`src/rtl/fifo_sync.sv`:
```
// Single-clock power-of-two FIFO with an exact fill count, programmable almost
// thresholds, sticky overflow/underflow, and registered or fall-through reads.
module fifo_sync #(
    parameter int WD     = 8,
    parameter int WA     = 3,
    parameter int AF_LVL = (1 << WA) - 2,
    parameter int AE_LVL = 2,
    parameter int FWFT   = 0
) (
    input  logic          clk,
    input  logic          rst_n,
    input  logic          wr_en,
    input  logic [WD-1:0] wdata,
    input  logic          rd_en,
    input  logic          clr_err,
    output logic [WD-1:0] rdata,
    output logic          rdata_valid,
    output logic          full,
    output logic          almost_full,
    output logic          empty,
    output logic          almost_empty,
    output logic [WA:0]   count,
    output logic          overflow,
    output logic          underflow
);

    localparam int DEPTH = 1 << WA;
    localparam logic [WA:0] DEPTH_C = (WA + 1)'(DEPTH);
    localparam logic [WA:0] AF_C    = (WA + 1)'(AF_LVL);
    localparam logic [WA:0] AE_C    = (WA + 1)'(AE_LVL);

    logic [WD-1:0] mem [DEPTH];
    logic [WA-1:0] wptr;
    logic [WA-1:0] rptr;
    logic [WA:0]   cnt;
    logic          wacc;
    logic          racc;

    // Handshake: wr_en is a write valid whose ready is !full, rd_en is a read
    // request whose ready is !empty; an access is taken only at an edge where
    // both are high, and a refused access only touches the sticky error flags.
    assign wacc = wr_en & ~full;
    assign racc = rd_en & ~empty;

    assign full         = (cnt == DEPTH_C);
    assign empty        = (cnt == '0);
    assign almost_full  = (cnt >= AF_C);
    assign almost_empty = (cnt <= AE_C);
    assign count        = cnt;

    // Storage is not reset; the rst_n gate keeps a write from landing during reset.
    always_ff @(posedge clk) begin
        if (wacc && rst_n) begin
            mem[wptr] <= wdata;
        end
    end

    always_ff @(posedge clk or negedge rst_n) begin
        if (!rst_n) begin
            wptr <= '0;
            rptr <= '0;
            cnt  <= '0;
        end else begin
            if (wacc) begin
                wptr <= wptr + 1'b1;
            end
            if (racc) begin
                rptr <= rptr + 1'b1;
            end
            case ({wacc, racc})
                2'b10:   cnt <= cnt + 1'b1;
                2'b01:   cnt <= cnt - 1'b1;
                default: cnt <= cnt;
            endcase
        end
    end

    // Set has priority over clear so an error in the clearing cycle is not lost.
    always_ff @(posedge clk or negedge rst_n) begin
        if (!rst_n) begin
            overflow  <= 1'b0;
            underflow <= 1'b0;
        end else begin
            if (wr_en && full) begin
                overflow <= 1'b1;
            end else if (clr_err) begin
                overflow <= 1'b0;
            end
            if (rd_en && empty) begin
                underflow <= 1'b1;
            end else if (clr_err) begin
                underflow <= 1'b0;
            end
        end
    end

    generate
        if (FWFT != 0) begin : g_fwft
            // Head word is shown directly; zero while empty so reset shows zero.
            assign rdata       = empty ? '0 : mem[rptr];
            assign rdata_valid = ~empty;
        end else begin : g_reg
            logic [WD-1:0] rdata_q;
            logic          valid_q;

            always_ff @(posedge clk or negedge rst_n) begin
                if (!rst_n) begin
                    rdata_q <= '0;
                    valid_q <= 1'b0;
                end else begin
                    valid_q <= racc;
                    if (racc) begin
                        rdata_q <= mem[rptr];
                    end
                end
            end

            assign rdata       = rdata_q;
            assign rdata_valid = valid_q;
        end
    endgenerate

endmodule
```
`config.mk`:
```
export PLATFORM = sky130hd
export DESIGN_NAME = fifo_sync
export DESIGN_NICKNAME = d
export VERILOG_FILES = /design/src/rtl/fifo_sync.sv
export SDC_FILE = /design/constraint.sdc
export NUM_CORES = 1
export LEC_CHECK = 0
export ABC_AREA = 1
export BUFFER_PORTS_ARGS = -buffer_cell sky130_fd_sc_hd__buf_2
export CAP_MARGIN = 0
export CELL_PAD_IN_SITES_DETAIL_PLACEMENT = 0
export CELL_PAD_IN_SITES_GLOBAL_PLACEMENT = 1
export CORE_AREA = 5 5 124 67
export CTS_BUF_LIST = sky130_fd_sc_hd__clkbuf_8 sky130_fd_sc_hd__clkbuf_16
export CTS_CLUSTER_SIZE = 16
export DETAILED_ROUTE_END_ITERATION = 12
export DIE_AREA = 0 0 129 72
export GPL_TIMING_DRIVEN = 0
export PLACE_DENSITY = 0.83
export SYNTH_ARGS = -nofsm -noshare
export SYNTH_HDL_FRONTEND = slang
export SYNTH_SLANG_ARGS = --single-unit
```
`constraint.sdc`:
```
create_clock -name clk -period 6 [get_ports clk]
set_clock_uncertainty 0.1 [all_clocks]
set_input_delay 0.6 -clock clk [delete_from_list [all_inputs] [get_ports clk]]
set_output_delay 0.6 -clock clk [all_outputs]
set_load 0.05 [all_outputs]
```
==> results of run 1 <==
-- routing by layer --
layer | wire (um) | share of wire | GRT usage
met5 | 0 | 0 | 0
met4 | 61 | 0.0075 | 0.03609
met3 | 643 | 0.079 | 0.08162
met2 | 3374 | 0.41 | 0.2511
met1 | 4068 | 0.50 | 0.3071
-- flip-flops by register name, indices dropped and copies added, names as in the netlist --
| register | count |
|---|---|
| underflow | 1 |
| rdata_valid | 1 |
| wptr | 3 |
| rptr | 3 |
| rdata | 8 |
| mem | 64 |
| overflow | 1 |
| count | 4 |
-- worst max-delay path by stage --
stage,start,endpoint,slack [ns],depth (start not counted)
after global placement,rst_n,mem[0][0]$_DFFE_PP_,3.01,3
after detailed placement,rst_n,mem[6][0]$_DFFE_PP_,3.04,3
after global routing,count[2]$_DFFE_PN0P_,count[3]$_DFFE_PN0P_,3.39,14
after CTS,count[0]$_DFFE_PN0P_,mem[6][4]$_DFFE_PP_,3.30,6
after floorplan,count[2]$_DFFE_PN0P_,count[2]$_DFFE_PN0P_,3.53,12
final,count[2]$_DFFE_PN0P_,count[2]$_DFFE_PN0P_,3.60,13
-- through the flow --
step,setup slack (ns),total power (W),util,area (um^2)
6_report,3.599,0.002235,0.5789,4111
5_1_grt,3.388,0.002380,0.5789,4111
4_1_cts,3.301,0.002243,0.5782,4106
3_5_place_dp,3.035,0.001721,0.5384,3824
3_3_place_gp,3.014,0.001705,0.5363,3809
2_1_floorplan,3.534,0.001465,-,3533
-- synth_stat cells (all sizes together) --
cell type,n
edfxtp,64
and2,1
xnor2,3
clkbuf,1
ha,4
a21oi,3
nor3,4
xor2,4
inv,17
buf,12
o21ai,35
o22ai,1
o211ai,16
nand3,16
clkinv,1
nand4,1
nor2,56
nand2,43
dfrtp,21
-- cell families (layout without fill, tap and decap cells) --
| logic type | after synthesis | in the layout | share of synthesized area |
|---|---|---|---|
| buf+inv | 31 | 78 | 0.04178 |
| xor+xnor | 7 | 7 | 0.01735 |
| simple gates | 121 | 121 | 0.1413 |
| flops | 85 | 85 | 0.6926 |
| fa+ha+maj | 4 | 4 | 0.01416 |
| compound gates | 55 | 55 | 0.09278 |
-- final cells by class --
cell class              instances  area share
multi-input cells             187      0.2331
flip-flops and latches         85      0.5953
repair buffers                 31     0.03774
inverters                      18     0.01643
well taps                      96     0.02921
clock buffers                  12     0.06482
plain buffers                  13     0.01948
clock inverters                 4    0.003956
-- report_power, final --
| part | switching [W] | leakage [nW] | internal (W) |
|---|---|---|---|
| clock | 0.000208 | 0.152 | 0.000309 |
| combinational | 0.000659 | 0.641 | 0.000252 |
| sequential | 0.0000696 | 0.833 | 0.000738 |
-- worst max-delay path, cell delays in order, from the launching register on --
cell,delay (ns)
dfrtp_1,0.37
buf_4,0.17
nor2_2,0.25
a21oi_4,0.14
buf_4,0.22
ha_1,0.29
inv_1,0.09
nand2_1,0.06
and2_1,0.14
ha_1,0.18
inv_1,0.07
nand3_1,0.07
nand3_1,0.09
nand2_1,0.05
==> flow_summary.yaml, run 1 <==
final_layout:
  multi_input_area_um2: 958.4
  seq_area_um2: 2447
  final_common_cell: "edfxtp_1"
  nets: 362
  syn2layout_area_growth_pct: 16.36
  most-common-layout-cells: "edfxtp_1 (64), nor2_1 (54), nand2_1 (41), buf_2 (37), o21ai_0 (35)"
  diodes: 0
  instances_no_fill: 446
  drive_gt1_frac: 0.1943
  fillers: 623
cts:
  cts-hold-fix-buffers: 0
  htreeDepth: 3
  cts_tree: "done"
  cts_resized: 0
  root_buffer: "clkbuf_16"
  cts_buffers: 9
  clk_path_buf_depth: 2
  clkSlewWorstSetupHoldPaths_ns: 0.06
  postCtsSetupRepairBufs: 0
  cts_sinks: 85
  insertion_delay_ns: 0.34
timing:
  max_slew_margin: 0.3116
  max_freq_mhz: 416.5
  tightest_slew_ns: 1.029
  rsz0062_at_grt: "false"
  holdWs_ns: 0.1338
  hold_viol_final: 0
  final-setup-viol-count: 0
  drv_slew: 0
  fin_tns_setup_ns: 0
  finalCritPeriodShare: 0.4001
  finalCriticalPeriod_ns: 2.401
route:
  final_antenna_net_count: 0
  routed_wirelength_um: 8147
  drt-wirelength-per-cell_um: 18.27
  vias: 2389
  drt_pass1_iterations: 4
  avgViaCountPerCell: 5.357
  drtIter0Drc: 241
  drc: 0
outcome:
  outcome: "complete, no violations"
synthesis:
  synth_area_leader_cell: "edfxtp_1"
  syn-cell-area_um2: 3533
  synthCells: 303
  syn_nets: 320
  yosys-top-cells-area: "edfxtp_1 (54%), dfrtp_1 (15%), nor2_1 (5.7%), o21ai_0 (5.0%), nand2_1 (4.4%)"
  avgSynthCellArea_um2: 11.66
  yosysWarningCount: 0
  synth-seq-cells: 85
  ys_seq_area_frac: 0.6926
  synth_top_area_frac: 0.5439
  ys_types: 25
placement:
  dpl.hpwl_um: 5427
  placement.io_buffers: 31
  gp_congestion: 0.7903
  dp_cells: 430
setup_path:
  startpoint_type: "flip-flop"
  r2r_end: "count[2]$_DFFE_PN0P_"
  crit_path_end_kind: "flip-flop"
  crit_type: "reg -> reg"
  crit_fanout: 11
  cp.required_ns: 6.13
  cp_data_arrival_time_ns: 2.53
  reg2reg_slack_ns: 3.60
  reg2reg_depth: 13
  worstReg2RegStart: "count[2]$_DFFE_PN0P_"
min_path:
  worstHoldPathType: "in -> async"
floorplan:
  initial_core_util: 0.4975
  die_area_um2: 9288
  core-area_um2: 7102
  die_w_um: 129
  io_pins: 32
  die_y_um: 72
  rows: 22
global_route:
  antenna_found_initial: 0
  grt_pass1_wl_um: 13050
  overflow: 0
  grt_max_degree: 24
  track_usage: 0.1953
  first_global_vias: 2290
power_and_ir_drop:
  vdd_drop_max_v: 0.0003281
  p_leak_nw: 1.627
  power_density_nw_per_um2: 543.7
run:
  cap_violations: 0
(Power assumes the default switching activity.)
==> run 2: changes to the inputs <==
CORE_AREA = 5 5 135 73   (was 5 5 124 67)
DIE_AREA = 0 0 140 78   (was 0 0 129 72)
PLACE_DENSITY = 0.74   (was 0.83)
clock period = 2.02 ns   (was 6 ns; I/O delays follow)
==> flow_summary.yaml, run 2 (synthesized netlist as in run 1, its figures left out) <==
cts:
  htreeDepth: 3
  cts_tree: "done"
  insertion_delay_ns: 0.34
  cts_buffers: 9
  root_buffer: "clkbuf_16"
  clk_path_buf_depth: 2
  cts_sinks: 85
  clkSlewWorstSetupHoldPaths_ns: 0.06
floorplan:
  die_area_um2: 10920
  die_w_um: 140
  die_y_um: 78
  rows: 24
  io_pins: 32
  initial_core_util: 0.4173
  core-area_um2: 8468
final_layout:
  largest_reg_flops: 64
  nets: 378
  fin_util: 0.5192
  most-common-layout-cells: "edfxtp_1 (64), nor2_1 (49), buf_2 (38), nand2_1 (37), o21ai_0 (35)"
  largest_register: "mem"
  diodes: 0
  drive_gt1_frac: 0.2760
  final_common_cell: "edfxtp_1"
  syn2layout_area_growth_pct: 24.43
power_and_ir_drop:
  power.share.clock: 0.209
  power_density_nw_per_um2: 1558
  cell_internal_pwr_w: 0.003930
  vdd_drop_max_v: 0.0006197
  pwr-share-seq: 0.356
  power_switching_w: 0.002922
  p_leak_nw: 1.708
  p_sw_frac: 0.4265
  power_frac_comb: 0.435
placement:
  gp_congestion: 0.7753
  placement.io_buffers: 31
  dpl.hpwl_um: 5579
timing:
  max_freq_mhz: 520.0
  finalCriticalPeriod_ns: 1.923
  max_slew_margin: 0.3297
  final-setup-viol-count: 0
  rsz0062_at_grt: "true"
  hold_viol_final: 0
  tightest_slew_ns: 1.002
  drv_slew: 0
  holdWs_ns: 0.03217
  finalCritPeriodShare: 0.9521
global_route:
  overflow: 0
  grt_pass1_wl_um: 13430
  track_usage: 0.1651
  antenna_found_initial: 0
  first_global_vias: 2363
  grt_max_degree: 22
setup_path:
  crit_type: "reg -> reg"
  crit_path_end_kind: "flip-flop"
  crit_chain: "inv_2 -> nor2_4 -> nand2_2 -> nand2_4 -> inv_2 -> nand2_2 -> nor3_4 -> buf_2"
  cp.required_ns: 1.96
  cp_data_arrival_time_ns: 1.86
  cpPeakStageDelay_ns: 0.44
  path_buf_inv: 3
  crit_family: "simple AND/OR/NAND/NOR gates"
  startpoint_type: "flip-flop"
  crit_fanout: 5
  crit_slowest_cell: "dfrtp_2"
route:
  final_antenna_net_count: 0
  drt_pass1_iterations: 4
  drc: 0
  drtIter0Drc: 218
  vias: 2409
  routed_wirelength_um: 8557
  drt-wirelength-per-cell_um: 17.72
  avgViaCountPerCell: 4.988
outcome:
  outcome: "complete, no violations"
run:
  cap_violations: 0
min_path:
  worstHoldPathType: "in -> reg"
run 2: layout make-up:
type	instances	area (um^2)
Clock inverter	7	32.53
Timing Repair Buffer	49	334.1
Inverter	18	67.56
Multi-Input combinational cell	187	1074
Buffer	11	65.06
Fill cell	776	4071
Tap cell	117	146.4
Sequential cell	85	2452
Clock buffer	9	225.2
run 2: path summary, 6_finish.rpt:
kind                                       from                   end  slack, ns  cells after the start
max                        count[3]$_DFFE_PN0P_   mem[4][4]$_DFFE_PP_        0.1                      8
min                                    wdata[1]   mem[5][1]$_DFFE_PP_       0.03                      1
max reg2reg                count[3]$_DFFE_PN0P_   mem[4][4]$_DFFE_PP_        0.1                      8
min reg2reg                rdata[4]$_DFFE_PN0N_  rdata[4]$_DFFE_PN0N_       0.38                      2
max in group asynchronous                 rst_n  count[1]$_DFFE_PN0P_       0.61                      2
min in group asynchronous                 rst_n   wptr[1]$_DFFE_PN0P_       0.53                      2
run 2: what timing repair did:
item                                    4_1_cts  5_1_grt
pin swaps                                     5       11
setup buffers                                 8        7
hold buffers                                  2        0
resized for setup                            16       13
hold endpoints to repair                     23        0
endpoints found under the setup margin       67       51
run 2: per-stage QoR:
step / power [W] / TNS (ns) / cell area [um^2] / setup WS [ns] / instances
after global routing: 0.007288 / -0.008652 / 4397 / -0.008652 / 483
after global placement: 0.005137 / -26.05 / 3865 / -0.6390 / 451
after floorplan: 0.004397 / -3.751 / 3563 / -0.1119 / 303
final: 0.006852 / 0 / 4397 / 0.09676 / 483
after CTS: 0.006764 / 0 / 4319 / 0.006480 / 477
after detailed placement: 0.005164 / -15.98 / 3880 / -0.6164 / 452
run 2: metal layers:
layer	global-route usage	share of wire
met5	0	0
met3	0.04668	0.074
met1	0.2509	0.50
met4	0.05222	0.011
met2	0.2267	0.41
run 2: power groups by stage:
stage | clock network, W | logic, W | registers, W
final | 0.00143 | 0.00298 | 0.00244
after global routing | 0.00153 | 0.00327 | 0.00248
after CTS | 0.00146 | 0.00287 | 0.00242
after detailed placement | 0 | 0.00273 | 0.00243
after global placement | 0 | 0.00271 | 0.00243
after floorplan | 0 | 0.00152 | 0.00288
==> run 3: changes to the inputs <==
ABC_AREA = default   (was 1)
CORE_AREA = 5 5 131 71   (was 5 5 135 73)
DIE_AREA = 0 0 136 76   (was 0 0 140 78)
PLACE_DENSITY = 0.73   (was 0.74)
==> flow_summary.yaml, run 3 <==
synthesis:
  yosys_most_used_dff: "edfxtp_1"
  async_flop_share: 0.2471
  yosys-top-cells-area: "edfxtp_1 (55%), dfrtp_1 (15%), mux4_2 (10%), mux2i_1 (2.3%), nand2_1 (2.2%)"
  yosys-top-cells-count: "edfxtp_1 (64), dfrtp_1 (21), nand2_1 (20), mux4_2 (16), o21ai_1 (9)"
  yosysMostFrequentCell: "edfxtp_1"
  synth-edff-count: 64
  yosysWarningCount: 0
  synth_top_area_frac: 0.5527
  syn_nets: 217
  synth_area_leader_cell: "edfxtp_1"
  synth-seq-cells: 85
  avgSynthCellArea_um2: 17.39
  ys_types: 37
  ys_seq_area_frac: 0.7039
  syn-cell-area_um2: 3477
  synthCells: 200
placement:
  placement.io_buffers: 31
  dp_cells: 348
  dpl.hpwl_um: 4539
  gp_congestion: 0.7340
  dp_worst_setup_slack_ns: -0.5976
global_route:
  top_usage_layer: "met1"
  overflow: 0
  grt_pass1_wl_um: 11520
  first_global_vias: 1992
  gr-usage-met3: 0.05739
  grt_use_met1: 0.2338
  antenna_found_initial: 0
  grt_use_met2: 0.2019
  track_usage: 0.1539
  grt_max_degree: 22
setup_path:
  reg2reg_slack_ns: -0.27
  cp_data_arrival_time_ns: 2.41
  cp.required_ns: 2.14
  crit_type: "reg -> reg"
  crit_fanout: 3
  startpoint_type: "flip-flop"
  crit_path_end_kind: "flip-flop"
timing:
  fin_tns_setup_ns: -0.3884
  max_slew_margin: 0.5126
  hold_viol_final: 0
  rsz0062_at_grt: "true"
  worst_slack_ns: -0.2741
  drv_slew: 0
  tightest_slew_ns: 0.7311
  finalCritPeriodShare: 1.136
  finalCriticalPeriod_ns: 2.294
  final-setup-viol-count: 3
  holdWs_ns: 0.05114
  max_freq_mhz: 435.9
min_path:
  worstHoldPathType: "in -> reg"
cts:
  cts_tree: "done"
  clk_path_buf_depth: 2
  cts_buffers: 9
  insertion_delay_ns: 0.33
  clkSlewWorstSetupHoldPaths_ns: 0.06
  htreeDepth: 3
  cts_sinks: 85
  root_buffer: "clkbuf_16"
outcome:
  violations: "negative setup slack"
  outcome: "complete, but fails checks"
final_layout:
  largest_reg_flops: 64
  fin_util: 0.5389
  syn2layout_area_growth_pct: 27.06
  diodes: 0
  nets: 282
  final_common_cell: "edfxtp_1"
  drive_gt1_frac: 0.4407
  fillers: 668
  largest_register: "mem"
  most-common-layout-cells: "edfxtp_1 (64), buf_2 (32), buf_4 (23), nand2_1 (18), dfrtp_1 (17)"
  instances_no_fill: 387
route:
  drt-wirelength-per-cell_um: 18.57
  drtIter0Drc: 191
  final_antenna_net_count: 0
  vias: 1943
  avgViaCountPerCell: 5.021
  routed_wirelength_um: 7187
  drt_pass1_iterations: 4
  drc: 0
floorplan:
  die_y_um: 76
  core-area_um2: 8198
  rows: 24
  die_area_um2: 10340
  io_pins: 32
  initial_core_util: 0.4241
  die_w_um: 136
power_and_ir_drop:
  power_frac_comb: 0.401
  cell_internal_pwr_w: 0.004217
  power_switching_w: 0.002418
  p_leak_nw: 1.673
  pwr-share-seq: 0.366
  power_density_nw_per_um2: 1502
  power.share.clock: 0.233
  p_sw_frac: 0.3644
  vdd_drop_max_v: 0.0006180
run:
  cap_violations: 0
-- run 3: changes by cell type after synthesis, moves of 16 or more --
| cell | change |
|---|---|
| nand2_1 | -21 |
| mux4_2 | +16 |
| o21ai_0 | -35 |
| o211ai_1 | -16 |
| nor2_1 | -48 |
-- run 3: power groups by stage --
stage | combinational, W | sequential [W] | clock, W
2_1_floorplan | 0.00149 | 0.00286 | 0
3_3_place_gp | 0.00247 | 0.00240 | 0
3_5_place_dp | 0.00248 | 0.00240 | 0
4_1_cts | 0.00257 | 0.00243 | 0.00159
5_1_grt | 0.00286 | 0.00247 | 0.00169
6_report | 0.00266 | 0.00243 | 0.00154
-- run 3: repair_timing --
action                                 CTS  global route
hold buffers                             2             0
resized for setup                        6             3
setup endpoints to repair               68            63
setup buffers                           18             7
pin swaps                               12             4
endpoints found under the hold margin   21             0
-- run 3: layout make-up --
| cell class | count | area [um^2] | share of cell area |
|---|---|---|---|
| Inverter | 3 | 16.27 | 0.003682 |
| Tap cell | 117 | 146.4 | 0.03313 |
| Buffer | 7 | 62.56 | 0.01416 |
| Timing Repair Buffer | 58 | 397.9 | 0.09006 |
| Clock inverter | 7 | 53.80 | 0.01218 |
| Multi-Input combinational cell | 101 | 1064 | 0.2407 |
| Clock buffer | 9 | 225.2 | 0.05098 |
| Sequential cell | 85 | 2452 | 0.5551 |
-- run 3: critical path, stage by stage, from the launching register on --
cell      delay (ns)
dfrtp_2         0.43
nor4_4          0.29
nand2b_4        0.20
inv_6           0.04
ha_4            0.15
xor2_1          0.16
ha_2            0.19
o21ai_1         0.10
or3b_4          0.40
xnor2_1         0.13
-- run 3: cell families after synthesis --
kind of cell    after synthesis  share of synthesized area
compound gates               19                    0.03671
xor+xnor                      7                    0.01763
fa+ha+maj                     4                    0.01439
buf+inv                      14                    0.03058
flops                        85                     0.7038
mux                          25                     0.1299
simple gates                 46                    0.06694
-- run 3: per-stage QoR --
stage          power (W)  cell area, um^2
2_1_floorplan   0.004342             3595
3_3_place_gp    0.004872             3896
3_5_place_dp    0.004881             3896
4_1_cts         0.006590             4355
5_1_grt         0.007017             4418
6_report        0.006634             4418
-- run 3: final timing paths --
check                                           from                   end  depth (start not counted)
max in group asynchronous                      rst_n  count[1]$_DFFE_PN0P_                          3
worst max-delay path            count[1]$_DFFE_PN0P_  count[2]$_DFFE_PN0P_                          9
worst min register to register  rdata[2]$_DFFE_PN0N_  rdata[2]$_DFFE_PN0N_                          2
worst max register to register  count[1]$_DFFE_PN0P_  count[2]$_DFFE_PN0P_                          9
min in group asynchronous                      rst_n  rdata[3]$_DFFE_PN0N_                          3
worst min-delay path                        wdata[1]   mem[6][1]$_DFFE_PP_                          1
-- run 3: routing by layer --
layer	share of wire	vias to the layer above
met2	0.43	52
li1	-	898
met3	0.077	10
met5	0	-
met1	0.48	983
met4	0.015	0
